**config.mk**
```make
export PLATFORM = sky130hd
export DESIGN_NAME = frame_composer
export DESIGN_NICKNAME = d
export VERILOG_FILES = /design/src/rtl/frame_composer.sv
export SDC_FILE = /design/constraint.sdc
export NUM_CORES = 1
export LEC_CHECK = 0
export ABC_AREA = 1
export CAP_MARGIN = 25
export CORE_MARGIN = 10
export CORE_UTILIZATION = 30
export DETAILED_ROUTE_END_ITERATION = 10
export RECOVER_POWER = 100
export SLEW_MARGIN = 20
export SYNTH_ARGS = -nofsm -noshare
export SYNTH_HDL_FRONTEND = slang
export SYNTH_SLANG_ARGS = --single-unit
```
**constraint.sdc**
```tcl
create_clock -name clk -period 2.5 [get_ports clk]
set_input_delay 0.5 -clock clk [delete_from_list [all_inputs] [get_ports clk]]
set_output_delay 0.5 -clock clk [all_outputs]
set_load 0.02 [all_outputs]
```
**src/rtl/frame_composer.sv**
```systemverilog
// Double-buffered 16x16 frame renderer: draws ball and paddles into the back buffer, then swaps
// buffers only on a scanner frame boundary. Define PONG_BALL_TRAIL_EN to also draw the previous ball.
module frame_composer (
  input  logic        clk,
  input  logic        reset,
  input  logic        update,
  input  logic [3:0]  x,
  input  logic [3:0]  y,
  input  logic [15:0] lpaddle,
  input  logic [15:0] rpaddle,
  input  logic        frame_done,
  input  logic [3:0]  row_addr,
  output logic [15:0] row_data,
  output logic        busy,
  output logic        frame_ready,
  output logic        swap,
  output logic        overrun
);

  typedef enum logic [1:0] {StIdle, StRender, StPending} state_e;

  state_e      state_q, state_d;
  logic [3:0]  row_cnt_q, row_cnt_d;
  logic [3:0]  x_q, y_q;
  logic [15:0] lpad_q, rpad_q;
  logic        front_sel_q;
  logic        swap_q;
  logic        overrun_q;
  logic [15:0] row_data_q;
  logic [15:0] buf0_q [16];
  logic [15:0] buf1_q [16];

  logic        capture;
  logic        row_we;
  logic        toggle;
  logic        drop;
  logic [15:0] row_pix;

`ifdef PONG_BALL_TRAIL_EN
  logic [3:0] x_prev_q, y_prev_q;
  logic       prev_valid_q, snap_valid_q;

  // The previous position only counts once a real snapshot has been taken, so the
  // all-zero reset snapshot never shows up as a phantom trail pixel.
  always_ff @(posedge clk) begin
    if (reset) begin
      x_prev_q     <= '0;
      y_prev_q     <= '0;
      prev_valid_q <= 1'b0;
      snap_valid_q <= 1'b0;
    end else if (capture) begin
      x_prev_q     <= x_q;
      y_prev_q     <= y_q;
      prev_valid_q <= snap_valid_q;
      snap_valid_q <= 1'b1;
    end
  end
`endif

  always_comb begin
    row_pix     = '0;
    row_pix[0]  = lpad_q[row_cnt_q];
    row_pix[15] = rpad_q[row_cnt_q];
    if (row_cnt_q == y_q) row_pix[x_q] = 1'b1;
`ifdef PONG_BALL_TRAIL_EN
    if (prev_valid_q && (row_cnt_q == y_prev_q)) row_pix[x_prev_q] = 1'b1;
`endif
  end

  always_comb begin
    state_d   = state_q;
    row_cnt_d = row_cnt_q;
    capture   = 1'b0;
    row_we    = 1'b0;
    toggle    = 1'b0;
    drop      = 1'b0;
    unique case (state_q)
      StIdle: begin
        if (update) begin
          capture   = 1'b1;
          row_cnt_d = '0;
          state_d   = StRender;
        end
      end
      StRender: begin
        row_we = 1'b1;
        drop   = update;
        if (row_cnt_q == 4'd15) begin
          state_d = StPending;
        end else begin
          row_cnt_d = row_cnt_q + 4'd1;
        end
      end
      StPending: begin
        if (frame_done) begin
          toggle  = 1'b1;
          state_d = StIdle;
        end
        // A fresh update replaces the unshown back buffer; with a same-cycle swap it
        // renders into the buffer that has just become the back.
        if (update) begin
          capture   = 1'b1;
          row_cnt_d = '0;
          state_d   = StRender;
        end
      end
      default: state_d = StIdle;
    endcase
  end

  always_ff @(posedge clk) begin
    if (reset) begin
      state_q     <= StIdle;
      row_cnt_q   <= '0;
      front_sel_q <= 1'b0;
      swap_q      <= 1'b0;
      overrun_q   <= 1'b0;
      row_data_q  <= '0;
    end else begin
      state_q     <= state_d;
      row_cnt_q   <= row_cnt_d;
      front_sel_q <= front_sel_q ^ toggle;
      swap_q      <= toggle;
      overrun_q   <= overrun_q | drop;
      row_data_q  <= front_sel_q ? buf1_q[row_addr] : buf0_q[row_addr];
    end
  end

  always_ff @(posedge clk) begin
    if (reset) begin
      x_q    <= '0;
      y_q    <= '0;
      lpad_q <= '0;
      rpad_q <= '0;
    end else if (capture) begin
      x_q    <= x;
      y_q    <= y;
      lpad_q <= lpaddle;
      rpad_q <= rpaddle;
    end
  end

  always_ff @(posedge clk) begin
    if (reset) begin
      for (int i = 0; i < 16; i++) begin
        buf0_q[i] <= '0;
        buf1_q[i] <= '0;
      end
    end else if (row_we) begin
      if (front_sel_q) buf0_q[row_cnt_q] <= row_pix;
      else             buf1_q[row_cnt_q] <= row_pix;
    end
  end

  assign row_data    = row_data_q;
  assign busy        = (state_q != StIdle);
  assign frame_ready = (state_q == StPending);
  assign swap        = swap_q;
  assign overrun     = overrun_q;

endmodule

```
==> impl_metrics.yaml <==
clocking:
  root_buffer: "clkbuf_16"
  cts_setup_buffers: 0
  cts.repair.resized: 0
  cts.clk_slew.worst_paths_ns: 0.06
  cts_sinks: 577
  cts_made_buffers: 58
  cts.hold.buffers_added: 0
  htreeDepth: 2
  clkLatencyLatePin_ns: 0.64
  cts.path.max_buffers: 3
  cts_tree: "built"
final_layout:
  nNetsFinal: 2865
  finish.utilization: 0.344
  multi_input_area_um2: 8130
  area_delta_synth_final_pct: 13.9
  nFillCells: 8827
  layout_commonest_cell: "nor2_1"
  layout_common_cells: "nor2_1 (706), nand2_1 (705), edfxtp_1 (512)"
  diodes: 0
  seq_area_um2: 16700
  drive_gt1_frac: 0.0776
power:
  combPwrFrac: 0.089
  p_leak_nw: 10.9
  peakVddDrop_v: 0.000502
  netSwitchingFraction: 0.245
  p_sw_mw: 5.21
  power.share.clock: 0.395
  seq_power_share: 0.516
  power_density_nw_per_um2: 710
  p_int_mw: 16.0
synthesis:
  synth_area_per_cell_um2: 9.47
  ys_seq_area_frac: 0.635
  synth_seq_cells: 577
  synthMuxAreaShare: 0
  synth_fa_ha_area_frac: 0.00190
  synth_nets: 2828
  synthXorXnorAreaFrac: 0.00133
  synth_top_family_by_area: "simple AND/OR/NAND/NOR gates"
  syn_area_um2: 26300
  yosys_warnings: 0
  synth-simple-area-share: 0.287
  synth_compound_area_frac: 0.0290
  synthCells: 2776
  yosysUniqueCellTypes: 27
global_route:
  grt_first_pass_wirelength_um: 119000
  grt_max_degree: 103
  gr-usage-all-layers: 0.156
  antenna_found_initial: 0
  grt_pass1_vias: 19020
  grt-ovfl-total: 0
min_path:
  worstHoldEndpoint: "lpad_q[9]"
  hp-class: "in2reg"
  holdPathStages: 3
  hold_start: "lpaddle[9]"
die:
  core_area_um2: 86900
  num_rows: 108
  dieHeight_um: 316
  boundaryPins: 68
  initial_utilization: 0.302
  die_area_um2: 99800
  die_w_um: 316
sta:
  clock_skew_ns: 0.0223
  setup_tns_ns: 0
  timing_hold_violations_final: 0
  fmax_ghz: 0.416
  drv_slew: 0
  maxSlewHeadroom: 0.116
  min_period_over_period: 0.963
  fin_crit_ns: 2.41
  rsz0062_at_grt: "false"
  setup_violations: 0
  worst_pin_slew_ns: 1.33
setup_path:
  r2r_setup_slack_ns: 0.22
  cp_data_required_time_ns: 2.00
  rr_startpoint: "state_q[0]"
  critPathTopFamily: "buffers and inverters"
  crit_path_start_kind: "flop"
  reg2reg_to: "buf1_q[2][8]"
  crit_arrival_ns: 1.91
  setup.worst_path.class: "reg2out"
  path_max_fanout: 1
  end_kind: "output port"
  cp_num_buf_inv: 1
  crit_path_top_delay_cell: "dlygate4sd3_1"
  cp_slowest_stage_delay_ns: 0.75
  crit_chain: "dlygate4sd3_1"
  reg2regPathDepth: 8
drt:
  via_per_inst: 4.94
  firstDrtPassIters: 6
  drc: 0
  drt_wl_total_um: 78500
  dr_total_vias: 19851
  drt_iter0_markers: 2837
  routedWlPerCell_um: 19.6
  ant_nets: 0
place:
  io_buffer_count: 67
  gp_congestion: 0.865
  dp_hpwl_um: 48300
run_status:
  outcome: "finished, final reports clean"
job:
  maxCapViolCount: 0
[metrics by stage]
step / cell area (µm²) / std cells / total power [mW] / setup WS, ns / hold WS, ns
floorplan: 26300 / 2776 / 12.2 / 0.142 / 0.472
global placement: 28600 / 3907 / 13.1 / 0.137 / 0.463
detailed placement: 28600 / 3908 / 13.1 / 0.101 / 0.456
CTS: 30400 / 4015 / 21.4 / 0.0981 / 0.416
global route: 29900 / 4015 / 22.0 / 0.0242 / 0.442
finish: 29900 / 4015 / 21.3 / 0.0937 / 0.449
[cell type report]
cell class                 count  area share
sequential                   577       0.557
multi-input combinational   1954       0.272
timing repair buffer         199      0.0596
clock buffer                  76      0.0518
tap                         1155      0.0483
clock inverter                31     0.00794
inverter                      23     0.00322
[Yosys cell counts, drive strengths merged]
cell type / n / share of area
nor2: 714 / 0.10
a21oi: 40 / 0.0076
clkbuf: 85 / 0.012
nand2: 705 / 0.10
o21ai: 110 / 0.021
nor3: 6 / 0.0015
inv: 21 / 0.0030
xor2: 4 / 0.0013
nand3: 369 / 0.081
ha: 4 / 0.0019
edfxtp: 512 / 0.59
dfxtp: 65 / 0.050
o22ai: 2 / 0.00048
buf: 137 / 0.030
clkinv: 2 / 0.00029
[registers in the layout, summed over array words and instances (netlist names)]
register     cells
overrun          1
row_data        16
state_q          2
lpad_q          16
y_q              4
swap             1
row_cnt_q        4
x_q              4
buf1_q         256
buf0_q         256
rpad_q          16
front_sel_q      1
[layer usage]
metal	GRT usage	wire, µm
met1	0.227	34900
met2	0.224	33000
met3	0.0330	8010
met4	0.0554	2540
met5	0	0
[worst register-to-register path, stage by stage (launching register included)]
cell	delay [ns]
dfxtp_1	0.36
inv_1	0.07
nor2_1	0.14
nand2_1	0.24
nor2_1	0.28
buf_4	0.25
nand3_1	0.12
nand2_1	0.10
clkbuf_2	0.37
[power groups by stage]
stage          Clock (mW)  Combinational [mW]  Sequential (mW)
5_1_grt              8.90                2.06             11.0
3_5_place_dp            0                1.93             11.2
2_1_floorplan           0                1.10             11.1
6_report             8.40                1.89             11.0
3_3_place_gp            0                1.92             11.2
4_1_cts              8.53                1.93             11.0
[worst max-delay path by stage]
stage,start,endpoint,slack (ns),cells after the start
after floorplan,row_cnt_q[1],buf0_q[13][0],0.14,6
after global placement,reset,buf0_q[13][3],0.14,8
after detailed placement,reset,buf1_q[3][11],0.10,8
after CTS,state_q[1],frame_ready,0.1,3
after global routing,state_q[0],buf1_q[2][8],0.02,8
final,row_data[12],row_data[12],0.09,1
[cell families (layout without fill, tap and decap cells)]
family | after synthesis | after routing
AO/OA/AOI/OAI | 152 | 152
XOR/XNOR | 4 | 4
adder cells (fa/ha/maj) | 4 | 4
buffers and inverters | 245 | 329
flip-flops | 577 | 577
AND/OR/NAND/NOR | 1794 | 1794
No activity file was read; power rests on OpenSTA's default activity.
